File: src/rtl/wb_ctrl_pkg.sv
// Shared widths, constants and writeback source encoding for the register-file
// write path.
package wb_ctrl_pkg;
  localparam int XLEN    = 32;
  localparam int REG_NUM = 32;
  localparam int AW      = 5;

  localparam logic [AW-1:0]   ZeroReg  = '0;
  localparam logic [XLEN-1:0] ZeroWord = '0;

  typedef enum logic [1:0] {
    SRC_NONE = 2'd0,
    SRC_ALU  = 2'd1,
    SRC_LSU  = 2'd2
  } wb_src_e;
endpackage

File: src/rtl/wb_fifo.sv
// Small synchronous FIFO with occupancy count; pointers wrap modulo DEPTH,
// so DEPTH must be a power of two.
module wb_fifo #(
  parameter  int W     = 37,
  parameter  int DEPTH = 2,
  localparam int PW    = $clog2(DEPTH),
  localparam int CW    = PW + 1
) (
  input  logic          clk,
  input  logic          rst,
  input  logic          i_push,
  input  logic          i_pop,
  input  logic [W-1:0]  i_data,
  output logic [W-1:0]  o_data,
  output logic [CW-1:0] o_count,
  output logic          o_full,
  output logic          o_empty
);
  logic [W-1:0]  r_mem [DEPTH];
  logic [PW-1:0] r_wptr, r_rptr;
  logic [CW-1:0] r_count;
  logic          w_push, w_pop;

  assign o_full  = (r_count == CW'(DEPTH));
  assign o_empty = (r_count == '0);
  assign w_push  = i_push && !o_full;
  assign w_pop   = i_pop && !o_empty;
  assign o_data  = r_mem[r_rptr];
  assign o_count = r_count;

  // Storage needs no reset; only the pointers/count define validity.
  always_ff @(posedge clk)
    if (w_push) r_mem[r_wptr] <= i_data;

  always_ff @(posedge clk or posedge rst) begin
    if (rst) begin
      r_wptr  <= '0;
      r_rptr  <= '0;
      r_count <= '0;
    end else begin
      if (w_push) r_wptr <= r_wptr + PW'(1);
      if (w_pop)  r_rptr <= r_rptr + PW'(1);
      r_count <= r_count + CW'(w_push) - CW'(w_pop);
    end
  end
endmodule

File: src/rtl/wb_ctrl.sv
// Writeback controller: arbitrates LSU loads over buffered ALU results onto a
// registered register-file write port and keeps the per-register busy scoreboard.
module wb_ctrl #(
  parameter int XLEN       = wb_ctrl_pkg::XLEN,
  parameter int REG_NUM    = wb_ctrl_pkg::REG_NUM,
  parameter int AW         = wb_ctrl_pkg::AW,
  parameter int FIFO_DEPTH = 2,
  parameter int STARVE_MAX = 4
) (
  input  logic               clk,
  input  logic               rst,
  input  logic               alu_valid,
  output logic               alu_ready,
  input  logic [AW-1:0]      alu_rd,
  input  logic [XLEN-1:0]    alu_wdata,
  input  logic               lsu_valid,
  output logic               lsu_ready,
  input  logic [AW-1:0]      lsu_rd,
  input  logic [XLEN-1:0]    lsu_wdata,
  input  logic               iss_valid,
  input  logic [AW-1:0]      iss_rd,
  output logic [REG_NUM-1:0] busy_o,
  output logic               rd_we,
  output logic [AW-1:0]      rd_waddr,
  output logic [XLEN-1:0]    rd_wdata
);
  import wb_ctrl_pkg::*;

  localparam int CW = $clog2(FIFO_DEPTH) + 1;
  localparam int SW = $clog2(STARVE_MAX + 1);
  localparam logic [REG_NUM-1:0] OneHot0 = REG_NUM'(1);

  logic               w_push, w_pop, w_full, w_empty;
  logic [CW-1:0]      w_count;
  logic [AW+XLEN-1:0] w_head;
  wb_src_e            w_src;
  logic [AW-1:0]      w_rd;
  logic [XLEN-1:0]    w_wd;
  logic [REG_NUM-1:0] w_set, w_clr;

  logic [SW-1:0]      r_starve;
  logic               r_rd_we;
  logic [AW-1:0]      r_rd_waddr;
  logic [XLEN-1:0]    r_rd_wdata;
  logic [REG_NUM-1:0] r_busy;

  wb_fifo #(.W(AW + XLEN), .DEPTH(FIFO_DEPTH)) u_fifo (
    .clk     (clk),
    .rst     (rst),
    .i_push  (w_push),
    .i_pop   (w_pop),
    .i_data  ({alu_rd, alu_wdata}),
    .o_data  (w_head),
    .o_count (w_count),
    .o_full  (w_full),
    .o_empty (w_empty)
  );

  // Readies are held low while reset is asserted; no same-cycle pop credit.
  assign alu_ready = !rst && (w_count < CW'(FIFO_DEPTH));
  assign lsu_ready = !rst && (r_starve != SW'(STARVE_MAX));
  assign w_push    = alu_valid && alu_ready && !w_full;

  always_comb begin
    w_src = SRC_NONE;
    w_rd  = ZeroReg;
    w_wd  = ZeroWord;
    w_pop = 1'b0;
    if (lsu_valid && lsu_ready) begin
      w_src = SRC_LSU;
      w_rd  = lsu_rd;
      w_wd  = lsu_wdata;
    end else if (!w_empty) begin
      w_src = SRC_ALU;
      w_pop = 1'b1;
      {w_rd, w_wd} = w_head;
    end
  end

  // Counts LSU wins that bypassed a waiting ALU result.
  always_ff @(posedge clk or posedge rst) begin
    if (rst)                            r_starve <= '0;
    else if (w_pop || w_empty)          r_starve <= '0;
    else if (w_src == SRC_LSU)          r_starve <= r_starve + SW'(1);
  end

  always_ff @(posedge clk or posedge rst) begin
    if (rst) begin
      r_rd_we    <= 1'b0;
      r_rd_waddr <= ZeroReg;
      r_rd_wdata <= ZeroWord;
    end else begin
      r_rd_we <= (w_src != SRC_NONE) && (w_rd != ZeroReg);
      if (w_src != SRC_NONE) begin
        r_rd_waddr <= w_rd;
        r_rd_wdata <= w_wd;
      end
    end
  end

  assign w_set = (iss_valid && iss_rd != ZeroReg) ? (OneHot0 << iss_rd) : '0;
  assign w_clr = r_rd_we ? (OneHot0 << r_rd_waddr) : '0;

  // Set is applied after clear so a same-cycle reissue keeps the bit.
  always_ff @(posedge clk or posedge rst) begin
    if (rst) r_busy <= '0;
    else     r_busy <= ((r_busy & ~w_clr) | w_set) & ~OneHot0;
  end

  assign busy_o   = r_busy;
  assign rd_we    = r_rd_we;
  assign rd_waddr = r_rd_waddr;
  assign rd_wdata = r_rd_wdata;
endmodule

File: config.mk
export PLATFORM = sky130hd
export DESIGN_NAME = wb_ctrl
export DESIGN_NICKNAME = d
export VERILOG_FILES = /design/src/rtl/wb_ctrl_pkg.sv /design/src/rtl/wb_fifo.sv /design/src/rtl/wb_ctrl.sv
export SDC_FILE = /design/constraint.sdc
export NUM_CORES = 1
export LEC_CHECK = 0
export CORE_MARGIN = 5
export CORE_UTILIZATION = 40
export DETAILED_ROUTE_END_ITERATION = 12
export GPL_TIMING_DRIVEN = 0
export PLACE_DENSITY = 0.78
export SYNTH_ARGS = -nofsm -noshare
export SYNTH_HDL_FRONTEND = slang
export SYNTH_SLANG_ARGS = --single-unit
File: constraint.sdc
create_clock -name clk -period 3.93 [get_ports clk]
set_clock_uncertainty 0.2 [all_clocks]
set_input_delay 0.9825 -clock clk [delete_from_list [all_inputs] [get_ports clk]]
set_output_delay 0.9825 -clock clk [all_outputs]
set_load 0.005 [all_outputs]
### Word-level counts from Yosys, hierarchy flattened

Memory sizes are Yosys's and may differ from the RTL's.
Index checks and enable logic that the tools add are counted.

* bits in registers: 76
* output and inout port bits: 72
* logic and storage cells: 55
* bits in writable memories: 74
* input port bits: 84
* memories kept: 1

* multiplexer cells: 14
* bitwise gates (word level): 3
* order comparisons: 1
* eq/ne operators: 3
* reduce and logical (&&, ||, !) cells: 18
* shift-type cells: 2
* $add $sub $neg: 5

Memories
* u_fifo.r_mem: words 2, bits a word 37, read ports 1, clocked after Yosys merged registers in 0, wr ports 1, line wb_fifo.sv:19 `logic [W-1:0] r_mem [DEPTH];`

Operators with widths (number)
* $mux 32: 4
* $shl 1x5->32 const A: 2
* $and 32x32->32: 1
* $not 32->32: 1
* $or 32x32->32: 1
* $mux 5: 2
* $reduce_bool 5->1: 2
* $logic_and 1x1->1: 9
* $mux 3: 2
* $mux 1: 5
* $eq 2x2->1 const B: 2
* $reduce_bool 2->1: 2
* $add 3x1->3 const B: 1
* $logic_not 1->1: 3
* $ne 3x3->1 const B: 1
* $add 1x1->1 const B: 2
* $add 2x1->2: 1
* $logic_not 2->1: 1
* $lt 2x2->1 const B: 1
* $mux 2: 1
* $sub 2x1->2: 1
* $logic_or 1x1->1: 1

### Logic depth before layout (Yosys ltp)

Gate-level depths: netlist of the first run.

* depth in word-level cells: 7
* depth in mapped cells: 9
* gate-level depth less buffers: 9

### By module

A second synthesis of the first run with hierarchy kept.

* cells, all modules: 410
* area, all modules: 6515.0 um^2

By module, submodules not included
* wb_ctrl: cells each 274, seq. area each 1801.7 um^2, area an instance 3553.4 um^2, instances 1
* wb_fifo: cells each 136, seq. area each 2322.2 um^2, area an instance 2961.6 um^2, instances 1

### Least setup slack after synthesis of the first run

Ideal clock, no wire load.

* path kind: input-to-reg
* start: input rst
* end: memory u_fifo.r_mem[0][0] (enable)
* path buffers: 0
* setup slack: 0.447 ns
* stages on the path: 3
* required time: 3.299 ns
* arrival time: 2.851 ns
* library setup time: 0.431 ns
* cells stage by stage: nor2_1 -> nand2_1 -> nor2_1

* cells in the longest elaborated chain, start to end: 7

RTL lines
* from (decl): line wb_ctrl.sv:11 `input logic rst,`
* $logic_not 1->1 (no source line)
* $logic_and 1x1->1: line wb_ctrl.sv:60 `assign alu_ready = !rst && (w_count < CW'(FIFO_DEPTH));`
* $logic_and 1x1->1 (2 in series): line wb_ctrl.sv:62 `assign w_push = alu_valid && alu_ready && !w_full;`
* $logic_and 1x1->1: line wb_fifo.sv:26 `assign w_push = i_push && !o_full;`
* $mux 1: line wb_fifo.sv:33 `if (w_push) r_mem[r_wptr] <= i_data;`
* $mux 1 (implied by the code): line wb_fifo.sv:33
* to (decl): line wb_fifo.sv:19

Every way passes these cells.

### Worst setup path after layout of the first run

* start: input rst
* end: output lsu_ready

* cells in the longest elaborated chain, start to end: 2

RTL lines
* $logic_not 1->1 (no source line)
* $logic_and 1x1->1: line wb_ctrl.sv:61 `assign lsu_ready = !rst && (r_starve != SW'(STARVE_MAX));`
* to (decl): line wb_ctrl.sv:17 `output logic lsu_ready,`

Every way passes these cells.

==> impl_metrics.yaml, run 1 <==
outcome:
  outcome: "complete, no violations"
sta:
  worst_slew_pin_slew_ps: 915.2
  max_slew_margin_pct: 38.99
  timing_hold_violations_final: 0
  maxClockFrequency_mhz: 265.7
  fin_crit_sh_pct: 95.76
  rsz0062_at_grt: "false"
  drv_slew: 0
  period_minus_slack_ps: 3763
  count_of_final_setup_violators: 0
clock_tree:
  cts_resized: 1
  post_cts.repair.setup_buffers: 0
  clock-root-buffer: "clkbuf_16"
  clkSinkCount: 150
  cts_tree: "done"
  clockBufferDepth: 2
  clk-insertion-delay-late_ps: 410
  cts_buffers: 17
  clock_tree.htree_level_count: 4
  cts.reportedPaths.clkPinSlew_ps: 60
  postCtsHoldBufs: 0
die:
  design.die.area_mm2: 0.01787
  chipHeight_um: 133.7
  num_rows: 45
  starting_density_of_the_core_pct: 40.56
  floorplan.io_pins: 156
  core_area_mm2: 0.01509
  chip_width_um: 133.7
synthesis:
  post_synth_mux_area_share_pct: 12.86
  largest_family_of_logic_cells_by_synthesized_area: "multiplexers"
  ys_seq_area_share_pct: 67.39
  synth-seq-cells: 150
  synth-xor-area-share_pct: 0.7156
  synth-simple-area-share_pct: 7.442
  synthDistinctLibCells: 34
  synth_compound_gate_area_share_pct: 8.628
  synth-adder-area-share_pct: 0.8178
  postSynthNetCount: 532
  postSynthAreaPerCell_um2: 13.78
  synthCells: 444
  syn_area_mm2: 0.006120
  synth.yosys.warnings: 0
power:
  fin_total_pwr_mw: 6.102
  cellLeakagePower_nw: 3.156
  pwr_density_cell_mw_per_mm2: 709.4
  seq_power_share_pct: 38.9
  p_sw_mw: 1.729
  worst_ir_drop_vdd_v: 0.0003217
  power.share.combinational_pct: 32.5
  internal_power_mw: 4.373
  power.switching_fraction_pct: 28.34
  pwr-share-clk_pct: 28.6
placement:
  dpl.hpwl_um: 11310
  finalWeightedCongestion: 0.8965
  dp_cells: 788
  port_buf_inserts: 154
  detailed_place.area_mm2: 0.007963
cells_and_area:
  drive_above_1_share_pct: 15.03
  finish.utilization_pct: 57.00
  final_cells: 820
  nFillCells: 1217
  fin_area_mm2: 0.008601
  antennaDiodeCount: 0
  final_net_count: 707
  syn_to_final_growth_pct: 40.54
drt:
  ant_nets: 0
  wl_per_cell_um: 19.04
  vias_per_cell: 5.284
  drt-pass1-iter-count: 5
  drt_first_iter_violations: 261
  drc_errors: 0
  route.vias.total: 4333
  routed_wl_um: 15610
worst_setup_path:
  critical_path_arrival_ps: 2580
  critical_path_end_type: "output port"
  timing.critical_path.required_ps: 2750
  r2r_start: "r_starve[0]$_DFFE_PP0P_"
  reg2reg_to: "rd_wdata[6]$_DFFE_PP0P_"
  path_class: "in2out"
  r2r_slack_ps: 1760
  worst_setup_path_start_kind: "input port"
  worst_r2r_path_depth: 7
  critPathMaxFanout: 10
grt:
  initial_antenna_violation_count: 0
  grt_pass1_vias: 4776
  first_pass_grt_wire_length_um: 24820
  gr-usage-all-layers_pct: 17.94
  globalRoute.totalOverflow: 0
  grt_max_degree: 51
run:
  timing.max_cap.violations: 0
worst_hold_path:
  worstHoldPathCells: 1
  hold_end: "r_starve[0]$_DFFE_PP0P_"
  worstHoldPathType: "reg2reg"
  min-delay-start: "r_starve[0]$_DFFE_PP0P_"
-- area by class of cell --
type / instances / area, um^2 / share of cell area [%]
Timing Repair Buffer: 156 / 1597 / 18.56
Tap cell: 188 / 235.2 / 2.735
Inverter: 7 / 28.78 / 0.3346
Multi-Input combinational cell: 265 / 1877 / 21.82
Buffer: 22 / 102.6 / 1.193
Sequential cell: 150 / 4124 / 47.95
Clock buffer: 19 / 432.9 / 5.033
Clock inverter: 13 / 203.9 / 2.371
-- logic make-up (layout without fill, tap and decap cells) --
logic type | Yosys count | in the layout
AO/OA/AOI/OAI | 103 | 103
buffers and inverters | 29 | 217
AND/OR/NAND/NOR | 78 | 78
XOR/XNOR | 5 | 5
other | 1 | 1
multiplexers | 74 | 74
flip-flops | 150 | 150
adder cells (fa/ha/maj) | 4 | 4
-- metal layers --
layer	global-route usage (%)	wire length [um]	vias to the layer above
li1	-	-	2015
met1	21.13	6266	2128
met2	30.73	7922	166
met3	5.967	1157	24
met4	6.457	262	0
met5	0	0	-
-- synthesized netlist by cell type, drive strengths merged --
| cell type | n | area [um^2] |
|---|---|---|
| o22ai | 1 | 6.260 |
| nand2 | 3 | 11.26 |
| nor4b | 1 | 8.760 |
| nor2 | 5 | 18.77 |
| ha | 4 | 50.05 |
| or3 | 2 | 13.77 |
| nor3b | 2 | 15.01 |
| and2 | 1 | 6.260 |
| conb | 1 | 3.750 |
| nand3b | 10 | 75.07 |
| nor3 | 3 | 15.01 |
| a21oi | 2 | 13.76 |
| edfxtp | 74 | 2222 |
| nand3 | 41 | 205.2 |
| or4 | 1 | 7.510 |
| xnor2 | 4 | 35.03 |
| o2bb2ai | 1 | 8.760 |
| and3 | 1 | 6.260 |
| or4b | 1 | 13.76 |
| xor2 | 1 | 8.760 |
| mux2 | 37 | 416.7 |
| o41ai | 1 | 8.760 |
| dfrtp | 76 | 1902 |
| clkbuf | 9 | 33.78 |
| o21ai | 98 | 490.5 |
| inv | 7 | 26.28 |
| nor4 | 1 | 6.260 |
| mux2i | 37 | 370.4 |
| buf | 13 | 67.57 |
| or3b | 6 | 52.55 |
-- cells in the final DEF (no fill, tap or decap), types with 4 or more instances in the layout --
cell type,instances
edfxtp_1,74
clkbuf_16,17
bufinv_16,5
buf_2,12
clkinvlp_4,4
o21ai_0,91
or3b_2,6
mux2_2,37
clkbuf_1,10
nand3_1,41
inv_1,6
clkdlybuf4s50_1,154
o21ai_1,7
ha_1,4
nor2_1,4
dfrtp_1,76
mux2i_1,37
nand3b_1,10
xnor2_1,4
-- worst max-delay path by stage --
stage | from | endpoint | depth (start not counted)
2_1_floorplan | rst | u_fifo.r_mem[0][0]$_DFFE_PP_ | 3
3_3_place_gp | rst | u_fifo.r_mem[0][22]$_DFFE_PP_ | 4
3_5_place_dp | rst | lsu_ready | 4
4_1_cts | rst | lsu_ready | 4
5_1_grt | rst | lsu_ready | 4
6_report | rst | lsu_ready | 4
-- power by group through the flow --
| stage | registers [mW] | logic (mW) | clock network [mW] |
|---|---|---|---|
| floorplan | 2.36 | 0.910 | 0 |
| global placement | 2.38 | 1.93 | 0 |
| finish | 2.37 | 1.98 | 1.75 |
| detailed placement | 2.40 | 2.00 | 0 |
| global route | 2.42 | 2.15 | 1.84 |
| CTS | 2.38 | 2.01 | 1.77 |
-- registers in the layout, indices dropped and copies added, names as in the netlist --
| register | count |
|---|---|
| u_fifo.r_mem | 74 |
| r_starve | 3 |
| rd_waddr | 5 |
| busy_o | 31 |
| u_fifo.r_wptr | 1 |
| u_fifo.o_count | 2 |
| rd_wdata | 32 |
| rd_we | 1 |
| u_fifo.r_rptr | 1 |
-- metrics by stage --
stage          hold slack, ps  setup TNS, ps  worst slack [ps]
2_1_floorplan           242.6              0             447.4
3_3_place_gp            256.0         -77860             -1050
3_5_place_dp            271.9         -36.74            -36.74
4_1_cts                 278.9              0             159.4
5_1_grt                 297.5              0             66.75
6_report                277.2              0             166.7
-- critical path, cell delays in order --
cell	delay (ps)
clkdlybuf4s50_1	500
a21oi_2	240
clkbuf_2	300
clkdlybuf4s50_1	560
Power figures use the tool's default switching activity.
==> run 2, diff against run 1 <==
--- a/config.mk
+++ b/config.mk
@@ -9,6 +9,7 @@
 export CORE_UTILIZATION = 40
 export DETAILED_ROUTE_END_ITERATION = 12
 export GPL_TIMING_DRIVEN = 0
+export HOLD_SLACK_MARGIN = 0.03
 export PLACE_DENSITY = 0.78
 export SYNTH_ARGS = -nofsm -noshare
 export SYNTH_HDL_FRONTEND = slang
==> results of run 2 <==
No change in the layout: final DEF, timing and power equal those of run 1.
==> run 3, diff against run 2 <==
--- a/config.mk
+++ b/config.mk
@@ -5,12 +5,14 @@
 export SDC_FILE = /design/constraint.sdc
 export NUM_CORES = 1
 export LEC_CHECK = 0
+export CAP_MARGIN = 20
 export CORE_MARGIN = 5
 export CORE_UTILIZATION = 40
 export DETAILED_ROUTE_END_ITERATION = 12
 export GPL_TIMING_DRIVEN = 0
 export HOLD_SLACK_MARGIN = 0.03
 export PLACE_DENSITY = 0.78
+export SLEW_MARGIN = 20
 export SYNTH_ARGS = -nofsm -noshare
 export SYNTH_HDL_FRONTEND = slang
 export SYNTH_SLANG_ARGS = --single-unit
==> impl_metrics.yaml, run 3 (synthesized netlist as in run 1, its figures left out) <==
clock_tree:
  cts_tree: "done"
  clockBufferDepth: 2
  cts_resized: 1
  postCtsHoldBufs: 0
  clock-root-buffer: "clkbuf_16"
  clkSinkCount: 150
  cts_buffers: 17
  clock_tree.htree_level_count: 4
  cts.reportedPaths.clkPinSlew_ps: 60
  clk-insertion-delay-late_ps: 410
  post_cts.repair.setup_buffers: 0
drt:
  routed_wl_um: 15760
  wl_per_cell_um: 19.20
  drc_errors: 0
  drt_first_iter_violations: 222
  ant_nets: 0
  drt-pass1-iter-count: 4
  route.vias.total: 4343
  vias_per_cell: 5.290
die:
  chipHeight_um: 133.7
  starting_density_of_the_core_pct: 40.56
  num_rows: 45
  design.die.area_mm2: 0.01787
  chip_width_um: 133.7
  floorplan.io_pins: 156
  core_area_mm2: 0.01509
worst_setup_path:
  critical_path.max_stage_delay_ps: 560
  timing.critical_path.required_ps: 2750
  cell_chain_of_the_critical_path: "clkdlybuf4s50_1 > a21oi_2 > clkbuf_2 > clkdlybuf4s50_1"
  critical_path_end_type: "output port"
  path_class: "in2out"
  cpMostUsedCell: "clkdlybuf4s50_1"
  critPathMaxFanout: 10
  crit_path_top_delay_cell: "clkdlybuf4s50_1"
  critical_path_arrival_ps: 2600
  worst_setup_path_start_kind: "input port"
sta:
  worst_slew_pin_slew_ps: 641.2
  timing_hold_violations_final: 0
  fin_crit_sh_pct: 96.12
  period_minus_slack_ps: 3778
  rsz0062_at_grt: "false"
  maxClockFrequency_mhz: 264.7
  drv_slew: 0
  hold-worst-slack_ps: 276.4
  count_of_final_setup_violators: 0
  max_slew_margin_pct: 57.15
cells_and_area:
  mostFrequentLayoutCells: "clkdlybuf4s50_1 (154), o21ai_0 (91), dfrtp_1 (76)"
  finish.utilization_pct: 56.98
  syn_to_final_growth_pct: 40.50
  nFillCells: 1209
  fin_area_mm2: 0.008598
  layout.cells.most_common: "clkdlybuf4s50_1"
  registers.top_by_ff_count: "u_fifo.r_mem"
  drive_above_1_share_pct: 15.32
  largest_reg_flops: 74
  antennaDiodeCount: 0
  final_net_count: 708
grt:
  grt_pass1_vias: 4736
  first_pass_grt_wire_length_um: 24850
  gr-usage-all-layers_pct: 18.06
  grt_max_degree: 51
  globalRoute.totalOverflow: 0
  initial_antenna_violation_count: 0
placement:
  detailed_place.area_mm2: 0.007990
  finalWeightedCongestion: 0.8965
  port_buf_inserts: 154
  dpl.hpwl_um: 11430
power:
  cellLeakagePower_nw: 3.139
  pwr_density_cell_mw_per_mm2: 698.5
  fin_total_pwr_mw: 6.006
  worst_ir_drop_vdd_v: 0.0003292
run:
  timing.max_cap.violations: 0
worst_hold_path:
  worstHoldPathType: "reg2reg"
outcome:
  outcome: "complete, no violations"
[run 3: changes by cell type in the layout (fill, tap and decap cells not counted)]
cell	before	now
buf_16	2	3
clkbuf_1	10	8
clkinv_4	0	3
bufinv_16	5	3
clkinv_1	0	1
clkinvlp_4	4	7
clkinv_2	3	0
[run 3: per-stage QoR]
step | setup TNS [ps] | setup slack [ps] | instances
after floorplan | 0 | 447.4 | 444
after global placement | -77860 | -1050 | 786
after detailed placement | -31.66 | -31.66 | 789
after CTS | 0 | 164.0 | 821
after global routing | 0 | 69.32 | 821
final | 0 | 152.3 | 821
[run 3: critical path: cells and delay by family]
kind / cells / cell delay (ps)
buffers and inverters: 3 / 1360
AOI/OAI and AO/OA: 1 / 250
[run 3: layout make-up]
cell class                 instances  area [um^2]  area share [%]
buffer                            22        102.6           1.193
clock buffer                      17        425.4           4.948
clock inverter                    15        181.4           2.110
inverter                           7        28.78          0.3347
multi-input combinational        265         1877           21.83
sequential                       150         4124           47.96
tap                              188        235.2           2.736
timing repair buffer             157         1624           18.89
[run 3: final timing paths]
check,cells past startpoint,slack (ps),start,endpoint
worst max register to register,7,1750,r_starve[0]$_DFFE_PP0P_,rd_wdata[13]$_DFFE_PP0P_
min in group asynchronous,2,810,rst,u_fifo.o_count[0]$_DFF_PP0_
worst min register to register,1,280,r_starve[0]$_DFFE_PP0P_,r_starve[0]$_DFFE_PP0P_
worst min-delay path,1,280,r_starve[0]$_DFFE_PP0P_,r_starve[0]$_DFFE_PP0P_
worst max-delay path,4,150,rst,lsu_ready
max in group asynchronous,3,2140,rst,busy_o[10]$_DFF_PP0_
[run 3: per-layer routing]
metal  vias up  routed length, um  global-route usage, %
met4         0                331                  7.543
met2       191               7971                  30.36
met3        28               1209                  5.816
li1       2012                  -                      -
met1      2112               6252                  21.45
met5         -                  0                      0
[run 3: report_power, final]
part / total, mW / internal (mW) / switching (mW)
Clock: 1.64 / 0.999 / 0.637
Combinational: 2.00 / 1.16 / 0.841
Sequential: 2.37 / 2.10 / 0.275
Total: 6.01 / 4.25 / 1.75
